[config.mk]
export PLATFORM = sky130hd
export DESIGN_NAME = writeback_stage_flat
export DESIGN_NICKNAME = d
export VERILOG_FILES = /design/src/rtl/writeback_stage_pkg.sv /design/src/rtl/writeback_stage_if.sv /design/src/rtl/wb_scoreboard.sv /design/src/rtl/writeback_stage.sv /design/src/flat_wrapper.sv
export SDC_FILE = /design/constraint.sdc
export NUM_CORES = 1
export LEC_CHECK = 0
export ABC_AREA = 1
export CAP_MARGIN = 20
export CORE_ASPECT_RATIO = 1.25
export CORE_UTILIZATION = 30
export CTS_CLUSTER_SIZE = 25
export DETAILED_ROUTE_END_ITERATION = 10
export HOLD_SLACK_MARGIN = 0.12
export PLACE_DENSITY = 0.53
export SLEW_MARGIN = 40
export SYNTH_ARGS = -nofsm -noshare
export SYNTH_HDL_FRONTEND = slang
export SYNTH_SLANG_ARGS = --single-unit
[constraint.sdc]
create_clock -name I_CLOCK -period 5 [get_ports I_CLOCK]
set_clock_uncertainty 0.05 [all_clocks]
set_input_delay 1 -clock I_CLOCK [delete_from_list [all_inputs] [get_ports I_CLOCK]]
set_output_delay 1 -clock I_CLOCK [all_outputs]
set_load 0.01 [all_outputs]
[src/rtl/writeback_stage_pkg.sv]
// rtl/writeback_stage_pkg.sv - opcode encodings, datapath widths and writing-opcode decode
package writeback_stage_pkg;

    localparam int OPCODE_WIDTH  = 8;
    localparam int REG_WIDTH     = 16;
    localparam int IDX_WIDTH     = 4;
    localparam int DEF_NUM_REGS  = 16;
    localparam int DEF_CNT_WIDTH = 2;

    typedef enum logic [OPCODE_WIDTH-1:0] {
        OP_ADD_D  = 8'h00,
        OP_ADDI_D = 8'h01,
        OP_AND_D  = 8'h02,
        OP_ANDI_D = 8'h03,
        OP_MOV    = 8'h04,
        OP_MOVI_D = 8'h05,
        OP_LDW    = 8'h06,
        OP_STW    = 8'h07,
        OP_BRN    = 8'h08,
        OP_JMP    = 8'h09,
        OP_JSR    = 8'h0A,
        OP_JSRR   = 8'h0B,
        OP_RET    = 8'h0C,
        OP_NOP    = 8'hFF
    } opcode_e;

    function automatic logic is_writing_op(input logic [OPCODE_WIDTH-1:0] op);
        logic w;
        case (op)
            OP_ADD_D, OP_ADDI_D, OP_AND_D, OP_ANDI_D,
            OP_MOV, OP_MOVI_D, OP_LDW, OP_JSR, OP_JSRR: w = 1'b1;
            default:                                    w = 1'b0;
        endcase
        return w;
    endfunction

endpackage

[src/rtl/writeback_stage_if.sv]
// rtl/writeback_stage_if.sv - memory-stage input bundle and register-file/scoreboard outputs
interface writeback_stage_if
    import writeback_stage_pkg::*;
#(
    parameter int NUM_REGS     = DEF_NUM_REGS,
    parameter int RETIRE_WIDTH = 16
);
    logic                    I_LOCK;
    logic                    I_FetchStall;
    logic                    I_DepStall;
    logic [OPCODE_WIDTH-1:0] I_Opcode;
    logic [REG_WIDTH-1:0]    I_ALUOut;
    logic [REG_WIDTH-1:0]    I_MemOut;
    logic [IDX_WIDTH-1:0]    I_DestRegIdx;
    logic                    I_SbSetValid;
    logic [IDX_WIDTH-1:0]    I_SbSetIdx;
    logic                    O_WriteEnable;
    logic [IDX_WIDTH-1:0]    O_WriteRegIdx;
    logic [REG_WIDTH-1:0]    O_WriteValue;
    logic [NUM_REGS-1:0]     O_BusyVec;
    logic                    O_SbError;
    logic [RETIRE_WIDTH-1:0] O_RetireCount;

    modport master (
        output I_LOCK, I_FetchStall, I_DepStall, I_Opcode, I_ALUOut, I_MemOut,
               I_DestRegIdx, I_SbSetValid, I_SbSetIdx,
        input  O_WriteEnable, O_WriteRegIdx, O_WriteValue, O_BusyVec, O_SbError,
               O_RetireCount
    );

    modport slave (
        input  I_LOCK, I_FetchStall, I_DepStall, I_Opcode, I_ALUOut, I_MemOut,
               I_DestRegIdx, I_SbSetValid, I_SbSetIdx,
        output O_WriteEnable, O_WriteRegIdx, O_WriteValue, O_BusyVec, O_SbError,
               O_RetireCount
    );
endinterface

[src/rtl/wb_scoreboard.sv]
// rtl/wb_scoreboard.sv - per-register pending-write counters, busy vector and sticky error
module wb_scoreboard
    import writeback_stage_pkg::*;
#(
    parameter int NUM_REGS  = DEF_NUM_REGS,
    parameter int CNT_WIDTH = DEF_CNT_WIDTH
) (
    input  logic                 clk,
    input  logic                 rst,
    input  logic                 set_valid,
    input  logic [IDX_WIDTH-1:0] set_idx,
    input  logic                 clr_valid,
    input  logic [IDX_WIDTH-1:0] clr_idx,
    output logic [NUM_REGS-1:0]  busy_vec,
    output logic                 sb_error
);
    localparam logic [CNT_WIDTH-1:0] CNT_MAX = {CNT_WIDTH{1'b1}};

    logic [CNT_WIDTH-1:0] cnt      [NUM_REGS];
    logic [CNT_WIDTH-1:0] cnt_next [NUM_REGS];
    logic                 err_now;

    // A set and a clear on the same register cancel, so neither can overflow or underflow.
    always_comb begin
        err_now = 1'b0;
        for (int i = 0; i < NUM_REGS; i++) begin
            logic inc, dec;
            cnt_next[i] = cnt[i];
            inc = set_valid && (set_idx == IDX_WIDTH'(i));
            dec = clr_valid && (clr_idx == IDX_WIDTH'(i));
            if (inc && !dec) begin
                if (cnt[i] == CNT_MAX) err_now = 1'b1;
                else                   cnt_next[i] = cnt[i] + CNT_WIDTH'(1);
            end else if (dec && !inc) begin
                if (cnt[i] == '0)      err_now = 1'b1;
                else                   cnt_next[i] = cnt[i] - CNT_WIDTH'(1);
            end
        end
    end

    always_ff @(negedge clk or posedge rst) begin
        if (rst) begin
            for (int i = 0; i < NUM_REGS; i++) cnt[i] <= '0;
            busy_vec <= '0;
            sb_error <= 1'b0;
        end else begin
            for (int i = 0; i < NUM_REGS; i++) begin
                cnt[i]      <= cnt_next[i];
                busy_vec[i] <= (cnt_next[i] != '0);
            end
            sb_error <= sb_error | err_now;
        end
    end
endmodule

[src/rtl/writeback_stage.sv]
// rtl/writeback_stage.sv - result select, register-file write port and retire counter
module writeback_stage
    import writeback_stage_pkg::*;
#(
    parameter int NUM_REGS     = DEF_NUM_REGS,
    parameter int CNT_WIDTH    = DEF_CNT_WIDTH,
    parameter int RETIRE_WIDTH = 16
) (
    input  logic              I_CLOCK,
    input  logic              I_RESET,
    writeback_stage_if.slave  bus
);
    logic                    inst_valid;
    logic                    inst_writes;
    logic [REG_WIDTH-1:0]    result;
    logic                    write_enable;
    logic [IDX_WIDTH-1:0]    write_reg_idx;
    logic [REG_WIDTH-1:0]    write_value;
    logic [RETIRE_WIDTH-1:0] retire_count;
    logic [NUM_REGS-1:0]     busy_vec;
    logic                    sb_error;

    assign inst_valid  = bus.I_LOCK && !bus.I_FetchStall && !bus.I_DepStall;
    assign inst_writes = inst_valid && is_writing_op(bus.I_Opcode);
    assign result      = (bus.I_Opcode == OP_LDW) ? bus.I_MemOut : bus.I_ALUOut;

    // Index and value hold between writes so the register-file port is stable on bubbles.
    always_ff @(negedge I_CLOCK or posedge I_RESET) begin
        if (I_RESET) begin
            write_enable  <= 1'b0;
            write_reg_idx <= '0;
            write_value   <= '0;
            retire_count  <= '0;
        end else begin
            write_enable <= inst_writes;
            if (inst_writes) begin
                write_reg_idx <= bus.I_DestRegIdx;
                write_value   <= result;
            end
            if (inst_valid) retire_count <= retire_count + RETIRE_WIDTH'(1);
        end
    end

    wb_scoreboard #(
        .NUM_REGS  (NUM_REGS),
        .CNT_WIDTH (CNT_WIDTH)
    ) u_scoreboard (
        .clk       (I_CLOCK),
        .rst       (I_RESET),
        .set_valid (bus.I_SbSetValid),
        .set_idx   (bus.I_SbSetIdx),
        .clr_valid (inst_writes),
        .clr_idx   (bus.I_DestRegIdx),
        .busy_vec  (busy_vec),
        .sb_error  (sb_error)
    );

    assign bus.O_WriteEnable = write_enable;
    assign bus.O_WriteRegIdx = write_reg_idx;
    assign bus.O_WriteValue  = write_value;
    assign bus.O_RetireCount = retire_count;
    assign bus.O_BusyVec     = busy_vec;
    assign bus.O_SbError     = sb_error;
endmodule

[src/flat_wrapper.sv]
// flat-port wrapper written by rule: the top's interface ports become plain ports
module writeback_stage_flat import writeback_stage_pkg::*;
#(
    parameter int NUM_REGS     = DEF_NUM_REGS,
    parameter int CNT_WIDTH    = DEF_CNT_WIDTH,
    parameter int RETIRE_WIDTH = 16
)
  (I_CLOCK, I_RESET, bus_I_LOCK, bus_I_FetchStall, bus_I_DepStall, bus_I_Opcode, bus_I_ALUOut, bus_I_MemOut, bus_I_DestRegIdx, bus_I_SbSetValid, bus_I_SbSetIdx, bus_O_WriteEnable, bus_O_WriteRegIdx, bus_O_WriteValue, bus_O_BusyVec, bus_O_SbError, bus_O_RetireCount);
  writeback_stage_if #(.NUM_REGS(NUM_REGS), .RETIRE_WIDTH(RETIRE_WIDTH)) bus_i ();
  input  logic I_CLOCK;
  input  logic I_RESET;
  input wire logic [$bits(bus_i.I_LOCK)-1:0] bus_I_LOCK;
  input wire logic [$bits(bus_i.I_FetchStall)-1:0] bus_I_FetchStall;
  input wire logic [$bits(bus_i.I_DepStall)-1:0] bus_I_DepStall;
  input wire logic [$bits(bus_i.I_Opcode)-1:0] bus_I_Opcode;
  input wire logic [$bits(bus_i.I_ALUOut)-1:0] bus_I_ALUOut;
  input wire logic [$bits(bus_i.I_MemOut)-1:0] bus_I_MemOut;
  input wire logic [$bits(bus_i.I_DestRegIdx)-1:0] bus_I_DestRegIdx;
  input wire logic [$bits(bus_i.I_SbSetValid)-1:0] bus_I_SbSetValid;
  input wire logic [$bits(bus_i.I_SbSetIdx)-1:0] bus_I_SbSetIdx;
  output wire logic [$bits(bus_i.O_WriteEnable)-1:0] bus_O_WriteEnable;
  output wire logic [$bits(bus_i.O_WriteRegIdx)-1:0] bus_O_WriteRegIdx;
  output wire logic [$bits(bus_i.O_WriteValue)-1:0] bus_O_WriteValue;
  output wire logic [$bits(bus_i.O_BusyVec)-1:0] bus_O_BusyVec;
  output wire logic [$bits(bus_i.O_SbError)-1:0] bus_O_SbError;
  output wire logic [$bits(bus_i.O_RetireCount)-1:0] bus_O_RetireCount;
  assign bus_i.I_LOCK = bus_I_LOCK;
  assign bus_i.I_FetchStall = bus_I_FetchStall;
  assign bus_i.I_DepStall = bus_I_DepStall;
  assign bus_i.I_Opcode = bus_I_Opcode;
  assign bus_i.I_ALUOut = bus_I_ALUOut;
  assign bus_i.I_MemOut = bus_I_MemOut;
  assign bus_i.I_DestRegIdx = bus_I_DestRegIdx;
  assign bus_i.I_SbSetValid = bus_I_SbSetValid;
  assign bus_i.I_SbSetIdx = bus_I_SbSetIdx;
  assign bus_O_WriteEnable = bus_i.O_WriteEnable;
  assign bus_O_WriteRegIdx = bus_i.O_WriteRegIdx;
  assign bus_O_WriteValue = bus_i.O_WriteValue;
  assign bus_O_BusyVec = bus_i.O_BusyVec;
  assign bus_O_SbError = bus_i.O_SbError;
  assign bus_O_RetireCount = bus_i.O_RetireCount;
  writeback_stage #(.NUM_REGS(NUM_REGS), .CNT_WIDTH(CNT_WIDTH), .RETIRE_WIDTH(RETIRE_WIDTH)) u_core (.I_CLOCK(I_CLOCK), .I_RESET(I_RESET), .bus(bus_i));
endmodule
; Word-level counts from Yosys, hierarchy flattened
; Memories as Yosys holds them, arrays and structs flattened.
; Cells that the tools add are included.
[word_totals]
mem_count = 1
romBits = 16
wordCells = 370
regBits = 86
[classes]
reduce_logical = 136
eq_ne = 47
add_sub_neg = 33
n_bitwise = 1
n_mux = 130
[memory_table]
columns = memory, depth, width, rd, rd_ports_with_merged_regs, write_ports, line_no
row1 = (no name shown), 16, 1, 1, 0, 0, writeback_stage_pkg.sv:29  ; case (op)
[op_table]
columns = op, n
row1 = $mux 2, 64
row2 = $logic_and 1x1->1, 67
row3 = $mux 1, 65
row4 = $eq 4x4->1 const B, 16
row5 = $logic_not 1->1, 34
row6 = $add 2x1->2 const B, 16
row7 = $eq 2x2->1 const B, 16
row8 = $eq 4x3->1 const B, 8
row9 = $logic_not 2->1, 16
row10 = $reduce_bool 2->1, 16
row11 = $sub 2x1->2 const B, 16
row12 = $add 16x1->16 const B, 1
row13 = $eq 4x2->1 const B, 4
row14 = $mux 16, 1
row15 = $logic_not 4->1, 3
row16 = $eq 4x1->1 const B, 2
row17 = $eq 8x3->1 const B, 1
row18 = $or 1x1->1, 1

; Logic depth before layout (Yosys ltp)
[depth]
ltp_word = 54
mapped_depth = 14
depth_no_buf = 14

; Cells and area by module
; A second synthesis with hierarchy kept.
[hier_totals]
hier_cells = 680
area_unflattened_um2 = 4893.4
[modules_own_cells]
columns = module, instances, area_per_inst_um2, cells_each, seq_area_each_um2
row1 = wb_scoreboard, 1, 2856.5, 425, 1226.2
row2 = writeback_stage, 1, 2037.0, 255, 925.9

==> flow_metrics.env <==
export IMPL_crit_buf_inv=1
export IMPL_crit_family="buffers and inverters"
export IMPL_max_slew_margin=0.680
export IMPL_cp_start_kind="flip-flop"
export IMPL_nets=840
export IMPL_status="complete, no violations"
export IMPL_slowest_stage="clkdlybuf4s50_1"
export IMPL_vias=4666
export IMPL_layout_setup_ws_ps=37.6
export IMPL_core_mm2=0.0155
export IMPL_r2r_start="u_core.bus.O_RetireCount[2]$_DFFE_NP0P_"
export IMPL_arrival_ps=3910
export IMPL_tightestPinTransition_ps=480
export IMPL_wirelength_um=13100
export IMPL_post_synth_top_count_cell="nand2_1"
export IMPL_netlist_instances=598
export IMPL_fillers=1562
export IMPL_insertedDiodeCount=0
export IMPL_htree_levels=3
export IMPL_area_growth_pct=51.2
export IMPL_synth_edf_count=0
export IMPL_drc_errors=0
export IMPL_hold_class="flip-flop to flip-flop"
export IMPL_r2r_end="u_core.bus.O_RetireCount[15]$_DFFE_NP0P_"
export IMPL_worstHoldPathCells=2
export IMPL_fp_dieH_um=142
export IMPL_clk_pin_slew_worst_paths_ps=50
export IMPL_drive_above_1_share=0.215
export IMPL_maxCapViolCount=0
export IMPL_whs_endpoint="u_core.bus.O_WriteRegIdx[3]$_DFFE_NP0P_"
export IMPL_cts_tree="done"
export IMPL_hold_viol_final=0
export IMPL_yosysTopAreaCell="dfrtn_1"
export IMPL_pin_count=108
export IMPL_synth_seq_cells=86
export IMPL_gr_total_overflow=0
export IMPL_synth_top_area_frac=0.455
export IMPL_fin_setup_tns_ps=0
export IMPL_ys_async_sr_fraction=1.00
export IMPL_ys_seq_area_frac=0.455
export IMPL_syn_area_per_cell_um2=7.92
export IMPL_rr_worst_depth=10
export IMPL_start_util=0.305
export IMPL_die_x_um=114
export IMPL_clk_path_buf_depth=2
export IMPL_path_cells="clkdlybuf4s50_1"
export IMPL_die_area_mm2=0.0163
export IMPL_register_area_mm2=0.00215
export IMPL_dp_worst_setup_slack_ps=-530
export IMPL_yosys_most_used_dff="dfrtn_1"
export IMPL_post_synth_num_cell_types=45
export IMPL_rrSetupSlack_ps=3160
export IMPL_clkLatencyLatePin_ps=360
export IMPL_peakVddDrop_mv=0.165
export IMPL_numClockSinks=86
export IMPL_first_pass_iters=4
export IMPL_p_per_area_mw_per_mm2=294
export IMPL_worstSetupEndpointType="output pin"
export IMPL_critPathKind="flip-flop to output pin"
export IMPL_io_buffers=107
export IMPL_num_rows=51
export IMPL_multi_input_area_mm2=0.00243
export IMPL_wl_per_cell_um=13.0
export IMPL_path_max_fanout=4
export IMPL_grt_max_degree=87
export IMPL_ys_top_cells_by_area="dfrtn_1 45%, nand2_1 9.3%, nor2_1 6.2%"
export IMPL_slew_viol_final=0
export IMPL_ys_warn_count=0
export IMPL_synth_common_cells="117 x nand2_1, 86 x dfrtn_1, 78 x nor2_1"
export IMPL_final_antenna_net_count=0
export IMPL_critPathRequiredTime_ps=3950
export IMPL_place_gp_congestion=0.873
export IMPL_cts_root_buffer="clkbuf_16"
export IMPL_leakage_nw=3.33
export IMPL_grt_pass1_vias=4688
export IMPL_drt_vias_per_instance=4.66
export IMPL_antenna_found_initial=0
export IMPL_synth_nets=653
export IMPL_grt_usage=0.171
export IMPL_syn_area_mm2=0.00473
export IMPL_drt_iter0_markers=163
export IMPL_place_hpwl_um=9860
export IMPL_min_from="u_core.bus.O_WriteRegIdx[3]$_DFFE_NP0P_"
export IMPL_grt_first_pass_wirelength_um=21800
export IMPL_finalSetupViolations=0
export IMPL_slowest_delay_ps=580
export IMPL_numCtsBuffers=9
-- state kept, by name (all words and copies together) (netlist names) --
name,count
u_core.bus.O_RetireCount,16
u_core.bus.O_WriteEnable,1
u_core.bus.O_WriteRegIdx,4
u_core.bus.O_WriteValue,16
u_core.u_scoreboard.busy_vec,16
u_core.u_scoreboard.cnt,32
u_core.u_scoreboard.sb_error,1
-- report_power, final --
group / switching, W / total, W / internal (W)
combinational: 0.000236 / 0.000495 / 0.000259
sequential: 0.0000982 / 0.000918 / 0.000819
clock: 0.000289 / 0.000691 / 0.000402
-- repair_timing --
item | 4_1_cts | 5_1_grt
gates cloned | 1 | 0
gates resized for setup | 48 | 37
setup endpoints to repair | 24 | 22
setup buffers | 7 | 6
hold buffers | 0 | 0
pin swaps | 23 | 20
-- layer usage --
| metal | vias to the layer above | wire [um] | GRT usage |
|---|---|---|---|
| li1 | 2343 | - | - |
| met4 | 0 | 241 | 0.0677 |
| met5 | - | 0 | 0 |
| met3 | 19 | 546 | 0.0392 |
| met2 | 101 | 6790 | 0.310 |
| met1 | 2203 | 5500 | 0.192 |
-- placed cells by master (no fill, tap or decap), drive strengths merged, types with 2 or more instances in the layout --
cell	instances
a21boi	3
a21oi	41
a22o	3
a31oi	11
buf	75
clkbuf	10
clkdlybuf4s15	3
clkdlybuf4s50	85
clkinv	2
clkinvlp	5
dfrtn	86
dlygate4sd2	14
dlymetal6s2s	5
inv	77
nand2	123
nand3	51
nand3b	11
nand4	7
nor2	89
nor3	15
o211ai	9
o21ai	27
o22ai	7
or2	12
xnor2	4
xor2	8
-- how the worst max path moves through the flow --
| stage | from | to | cells past startpoint |
|---|---|---|---|
| CTS | bus_I_SbSetIdx[2] | u_core.u_scoreboard.busy_vec[2]$_DFF_NP0_ | 9 |
| finish | u_core.bus.O_RetireCount[5]$_DFFE_NP0P_ | bus_O_RetireCount[5] | 1 |
| detailed placement | bus_I_Opcode[6] | u_core.u_scoreboard.busy_vec[0]$_DFF_NP0_ | 12 |
| global placement | bus_I_LOCK | u_core.u_scoreboard.busy_vec[10]$_DFF_NP0_ | 9 |
| global route | bus_I_FetchStall | u_core.u_scoreboard.busy_vec[9]$_DFF_NP0_ | 14 |
| floorplan | bus_I_FetchStall | u_core.u_scoreboard.busy_vec[6]$_DFF_NP0_ | 8 |
-- per-stage QoR --
stage / hold slack (ps) / cell area, um2 / utilization / instances / power [W]
final: 382 / 7160 / 0.462 / 1002 / 0.00210
after global routing: 419 / 7160 / 0.462 / 1002 / 0.00224
after CTS: 387 / 6990 / 0.451 / 996 / 0.00212
after detailed placement: 387 / 6520 / 0.421 / 972 / 0.00141
after global placement: 383 / 6520 / 0.421 / 972 / 0.00139
after floorplan: 353 / 4740 / - / 598 / 0.00114
-- logic make-up (layout without fill, tap and decap cells) --
family	Yosys count	count (layout)	share of synthesized area
adder cells (fa/ha/maj)	1	1	0.00264
flip-flops	86	86	0.455
AO/OA/AOI/OAI	104	104	0.126
buffers and inverters	86	277	0.0703
XOR/XNOR	12	12	0.0222
AND/OR/NAND/NOR	309	310	0.324
-- final cells by class --
cell class,instances,share of cell area
Clock buffer,10,0.0334
Clock inverter,6,0.00961
Inverter,79,0.0435
Multi-Input combinational cell,427,0.340
Sequential cell,86,0.301
Tap cell,212,0.0371
Timing Repair Buffer,182,0.236
Power figures use the tool's default switching activity.
